$ cat config.mk
export PLATFORM = sky130hd
export DESIGN_NAME = bitwise_logic_unit
export DESIGN_NICKNAME = d
export VERILOG_FILES = /design/src/rtl/bitwise_logic_unit.sv
export SDC_FILE = /design/constraint.sdc
export NUM_CORES = 1
export LEC_CHECK = 0
export BUFFER_PORTS_ARGS = -buffer_cell sky130_fd_sc_hd__buf_2
export CAP_MARGIN = 20
export CORE_MARGIN = 2
export CORE_UTILIZATION = 45
export DETAILED_ROUTE_END_ITERATION = 8
export PLACE_DENSITY = 0.79
export REMOVE_ABC_BUFFERS = 1
export SYNTH_ARGS = -nofsm -noshare
export SYNTH_HDL_FRONTEND = slang
export SYNTH_SLANG_ARGS = --single-unit
$ cat constraint.sdc
create_clock -name clk -period 9.75 [get_ports clk]
set_input_delay 1.95 -clock clk [delete_from_list [all_inputs] [get_ports clk]]
set_output_delay 1.95 -clock clk [all_outputs]
set_load 0.01 [all_outputs]
$ cat src/rtl/bitwise_logic_unit.sv
// Pipelined bitwise logic unit: eight bitwise ops over WIDTH bits, registered result with
// zero/parity flags, an internal accumulator and valid/ready handshakes on both sides.
module bitwise_logic_unit #(
  parameter int unsigned WIDTH = 16
) (
  input  logic             clk,
  input  logic             rst_n,
  input  logic             in_valid,
  output logic             in_ready,
  input  logic [2:0]       op,
  input  logic             acc_en,
  input  logic             acc_clr,
  input  logic [WIDTH-1:0] a,
  input  logic [WIDTH-1:0] b,
  output logic             out_valid,
  input  logic             out_ready,
  output logic [WIDTH-1:0] result,
  output logic             zero,
  output logic             parity,
  output logic [WIDTH-1:0] acc,
  output logic [15:0]      ops_done
);

  typedef enum logic {EMPTY, FULL} state_t;

  state_t           state_q, state_d;
  logic             accept, complete;
  logic [WIDTH-1:0] opa, f;

  assign out_valid = (state_q == FULL);
  assign in_ready  = !out_valid || out_ready;
  assign accept    = in_valid && in_ready;
  assign complete  = out_valid && out_ready;

  always_comb begin
    opa = acc_en ? acc : a;
    f   = '0;
    case (op)
      3'b000: f = opa & b;
      3'b001: f = opa | b;
      3'b010: f = ~(opa | b);
      3'b011: f = opa ^ b;
      3'b100: f = ~(opa & b);
      3'b101: f = ~(opa ^ b);
      3'b110: f = ~opa;
      3'b111: f = b;
      default: f = '0;
    endcase
  end

  always_comb begin
    state_d = state_q;
    if (accept)
      state_d = FULL;
    else if (complete)
      state_d = EMPTY;
  end

  always_ff @(posedge clk) begin
    if (!rst_n) begin
      state_q  <= EMPTY;
      result   <= '0;
      zero     <= 1'b0;
      parity   <= 1'b0;
      acc      <= '0;
      ops_done <= '0;
    end else begin
      state_q <= state_d;
      if (accept) begin
        result <= f;
        zero   <= (f == '0);
        parity <= ^f;
      end
      // Clear wins, but the accepted op above already consumed the pre-clear acc.
      if (acc_clr)
        acc <= '0;
      else if (accept && acc_en)
        acc <= f;
      if (complete)
        ops_done <= ops_done + 16'd1;
    end
  end

endmodule
=== Word-level counts from Yosys, hierarchy flattened ===
Index checks and enable logic that the tools add are counted.

* $lt $le $gt $ge: 0
* Shifts and indexed selects: 0
* Reductions and logical operators: 10
* Multiply operators: 0
* Add/sub/neg operators: 1
* Multiplexer cells: 4
* Bitwise operators: 8
* Div/mod/pow operators: 0
* Eq/ne operators: 7

{| class="wikitable"
|+ Operators with widths
! kind !! count
|-
| $pmux W16 S8 || 1
|-
| $not A16 Y16 || 4
|-
| $add A16 B1 Y16 const B || 1
|-
| $and A16 B16 Y16 || 1
|-
| $logic_not A16 Y1 || 1
|-
| $mux W16 || 1
|-
| $or A16 B16 Y16 || 1
|-
| $reduce_xor A16 Y1 || 1
|-
| $xor A16 B16 Y16 || 1
|-
| $eq A3 B3 Y1 const B || 4
|-
| $eq A3 B2 Y1 const B || 2
|-
| $eq A3 B1 Y1 const B || 1
|-
| $logic_and A1 B1 Y1 || 3
|-
| $logic_not A3 Y1 || 1
|-
| $mux W1 || 2
|-
| $reduce_bool A2 Y1 || 1
|-
| $reduce_or A2 Y1 || 1
|-
| $logic_not A1 Y1 || 1
|-
| $logic_or A1 B1 Y1 || 1
|-
| $not A1 Y1 || 1
|}

* ROM bits: 0
* Memories kept: 0
* Flip-flop bits (word level): 51
* Input bits: 41
* Memory bits (writable): 0
* Bits in latches: 0
* Logic and storage cells: 36
* Output and inout port bits: 52

=== Logic depth before layout (Yosys ltp) ===
* Depth after elaboration: 5
* Depth in mapped cells: 13
* Gate-level depth less buffers: 12

=== Least setup slack after synthesis ===
No wires, ideal clock.

* Path kind: input port to flip-flop
* Start point: in acc_en
* End point: reg parity
* Required time: 9.628 ns
* Setup slack: 5.244 ns
* Path buffers: 1
* Library setup time: 0.122 ns
* Stages on the path: 13
* Arrival time: 4.385 ns
* Cell sequence: buf_6 -> mux2_2 -> inv_1 -> ha_1 -> or3b_1 -> a21boi_1 -> a311oi_2 -> mux2_2 -> ha_1 -> xnor2_1 -> xnor2_1 -> xnor2_1 -> a21oi_1

* Longest elaborated chain between the ends: 5
* Elaborated cells on any way between the ends: 10
* Classes of those cells: mux (2); bitwise (7); reduce/logical (1)

{| class="wikitable"
|+ RTL lines
! what !! RTL line !! RTL
|-
| from (decl) || 11 || <nowiki>input logic acc_en,</nowiki>
|-
| $mux W16 * || 36 || <nowiki>opa = acc_en ? acc : a;</nowiki>
|-
| $xor A16 B16 Y16, or another cell as far along || 42, 44 ||
|-
| $not A16 Y16 (on tied branches) || 44, 41, 43 ||
|-
| $pmux W16 S8 * || 38 || <nowiki>case (op)</nowiki>
|-
| $reduce_xor A16 Y1 * || 72 || <nowiki>parity <= ^f;</nowiki>
|-
| to (signal assigned) || 72 ||
|-
| to (decl) || 19 || <nowiki>output logic parity,</nowiki>
|}

Mark *: on every way between the ends. The rest lies on a longest branch, timed or not.
A chain may end at the register's enable or synchronous reset.

=== Final worst setup path ===
Same ends and word-level chain as after synthesis.

==> results.tsv <==
stage	metric	value	unit
critical_path	crit start category	primary input	
clocking	htree depth	2	
global_routing	grt total ovfl	0	
critical_path	Top cell by count, worst path	xnor2_1	
timing	Final Hold Viols	0	
clocking	root buffer cell	clkbuf_8	
final_layout	most frequent cells in the layout	buf_2 (92), dfxtp_1 (51), ha_1 (41)	
detailed_routing	1st-iter DRT viols	248	
synth	#FFs+latches synth	51	
critical_path	worst-case reg-to-reg path depth	12	
critical_path	crit path capture type	register	
placement	number of port buffers	92	
worst_hold_path	Hold Path Depth	2	
final_layout	Post-Layout Cell Count	642	
power	internal power	0.3490	mW
critical_path	arrival time of the worst setup path	5.09	ns
timing	post-layout min period	4.905	ns
die	io pins	93	
critical_path	Bufs and invs on worst path	2	
critical_path	Slowest-stage cell, CP	buf_2	
clocking	CTS tree	yes	
detailed_routing	final wirelength	10930	µm
timing	final setup fails	0	
synth	Synth Instances	469	
power	clock power share	25.5	%
detailed_routing	DRT antenna net count	0	
detailed_routing	Vias/cell	6.006	
clocking	PostCTS Resize Cnt	0	
die	num rows	34	
final_layout	# diodes	0	
flow_run	Max-Cap Viols	0	
synth	mean area per synthesized cell	8.732	µm²
critical_path	CP peak stage delay	0.47	ns
global_routing	first-pass GRT wire length	17600	µm
die	Die Y	99.40	µm
outcome	outcome	complete, no violations	
final_layout	layout cells sized above 1	26.78	%
synth	post-synth top area cell	dfxtp_1	
clocking	Setup Fix Bufs, Post-CTS	0	
timing	period utilization	50.30	%
final_layout	P&R area growth vs syn	11.46	%
detailed_routing	Vias	3856	
power	P_sw	0.1910	mW
clocking	Post-CTS Hold Fix Bufs	0	
timing	setup TNS	0	ns
timing	Worst-Margin Slew	0.8216	ns
critical_path	critical path, cell by cell	buf_2 > mux2_2 > inv_1 > ha_1 > or3b_1 > a21boi_1 > a311oi_2 > mux2_2 > ha_1 > xnor2_1 > xnor2_1 > xnor2_1 > a21oi_1	
synth	Synth top area share	24.93	%
timing	Fin Hold WS	0.4800	ns
critical_path	Critical Path Fanout Max	18	
placement	Cells after DPL	633	
clocking	Clock transition at path regs	0.11	ns
die	die area	9879	µm²
power	Gate power share	33.0	%
worst_hold_path	hold crit path type	register to register	
detailed_routing	first drt pass iteration count	5	
critical_path	critical path class	primary input to register	
detailed_routing	wire per inst	17.03	µm
synth	Top FF cell, synth	dfxtp_1	
critical_path	Crit path required time	9.93	ns
timing	fmax	0.2039	GHz
placement	DP HPWL	7739	µm
critical_path	CP top delay family	multiplexers	
final_layout	commonest non-fill, non-tap cell in the layout	buf_2	
power	switching part of the total power	35.37	%
power	pwr/cell area	118.3	nW/µm²
global_routing	initial antenna violation count	0	
final_layout	Nets	615	
die	Initial Util	46.73	%
synth	yosys warns	0	
timing	clk_skew	0.01282	ns
synth	sequential area share after synthesis	24.93	%
timing	fin. max-slew vios	0	
power	peak supply drop	0.07463	mV
timing	final worst slack	4.845	ns
synth	ys async rst share	0	%
clocking	Num CTS Buffers	5	
synth	most area-consuming cells after synthesis	dfxtp_1 (25%), ha_1 (13%), mux2_4 (3.3%), o21ai_0 (3.3%), a21oi_1 (3.2%)	
power	Leak	2.063	nW
clocking	clock latency on the worst-skew pair	0.33	ns
placement	pre-CTS setup slack	4.558	ns
power	Flop pwr share	41.6	%
synth	Mapped Area	4095	µm²
die	Die W	99.40	µm
global_routing	via count of the first global-routing pass	3660	
global_routing	largest net degree at the start of global routing	59	
synth	Yosys cell types	64	
placement	Routability Congestion	0.8873	
synth	EDFF count, synth	0	
timing	Rel. slew slack	45.23	%
power	Power Total	0.5400	mW
clocking	clock buffer depth	2	
timing	RSZ-0062 raised after global routing	false	
detailed_routing	post-route DRC violation count	0	
die	Core ar.	8763	µm²
clocking	CTS sink count	51	
critical_path	Stages on worst setup path	13	
global_routing	total track usage	21.57	%
worst paths after layout:
check	start	end	slack, ns
setup / recovery	acc_en	parity	4.85
hold / removal	zero	zero	0.48
setup reg to reg	acc[3]	parity	6.73
hold reg to reg	zero	zero	0.48
per-layer routing:
metal | up-vias | routed length (µm) | share of wire [%] | global-route usage (%)
met2 | 146 | 5190 | 47 | 35.03
met4 | 0 | 212 | 1.9 | 8.008
li1 | 1873 | - | - | -
met1 | 1821 | 4808 | 44 | 28.91
met3 | 16 | 720 | 6.6 | 3.514
met5 | - | 0 | 0 | 0
worst min-delay path, cell delays in order, from the launching register on:
cell     delay, ns
dfxtp_1       0.33
nand2_1       0.05
a21oi_1       0.06
registers in the layout, summed over array words and instances (netlist names):
| name | cells |
|---|---|
| acc | 16 |
| ops_done | 16 |
| result | 16 |
| out_valid | 1 |
| parity | 1 |
| zero | 1 |
power by group through the flow:
stage,logic (mW),registers (mW),clock network [mW]
floorplan,0.111,0.234,0
global placement,0.168,0.229,0
detailed placement,0.175,0.229,0
CTS,0.176,0.225,0.140
global route,0.194,0.226,0.148
finish,0.178,0.225,0.137
cells in the mapped netlist, types with 3 or more instances:
library cell	n
dfxtp_1	51
a32o_1	6
nand3_1	21
o221ai_1	9
o22a_2	4
o21ai_0	27
or3_1	5
clkbuf_1	9
and3_1	4
a221oi_1	8
o211ai_1	6
o221ai_2	3
xnor2_1	13
a22oi_2	7
nor2_1	24
ha_1	41
a211oi_1	5
a221o_1	5
nand2_1	16
xor2_1	5
mux2_4	9
buf_4	10
inv_1	34
nand2b_1	9
buf_6	6
a2bb2oi_1	3
nor2b_1	4
and3b_1	3
mux2_2	8
buf_2	11
a21oi_1	26
nor3b_1	3
o221a_1	4
nor3_1	12
mux2i_1	8
o31ai_1	4
nand4_1	12
logic make-up (layout without fill, tap and decap cells):
logic type / count (synthesis) / after routing / synth area share (%)
buffers and inverters: 73 / 138 / 9.074
adder cells (fa/ha/maj): 41 / 41 / 12.53
AO/OA/AOI/OAI: 133 / 133 / 25.36
flip-flops: 51 / 51 / 24.93
multiplexers: 25 / 25 / 7.455
AND/OR/NAND/NOR: 128 / 128 / 16.80
XOR/XNOR: 18 / 18 / 3.850
stage by stage:
step	cell area (µm²)	util [%]
finish	4564	52.08
global placement	4462	50.91
CTS	4557	52.00
global route	4564	52.08
floorplan	3859	-
detailed placement	4462	50.91
final cells by class:
cell class	instances	area, µm²
sequential	51	1021
clock inverter	3	26.28
multi-input combinational	345	2703
inverter	36	135.1
tap	108	135.1
fill	837	4199
timing repair buffer	94	475.5
clock buffer	5	68.82
(Power assumes the default switching activity.)
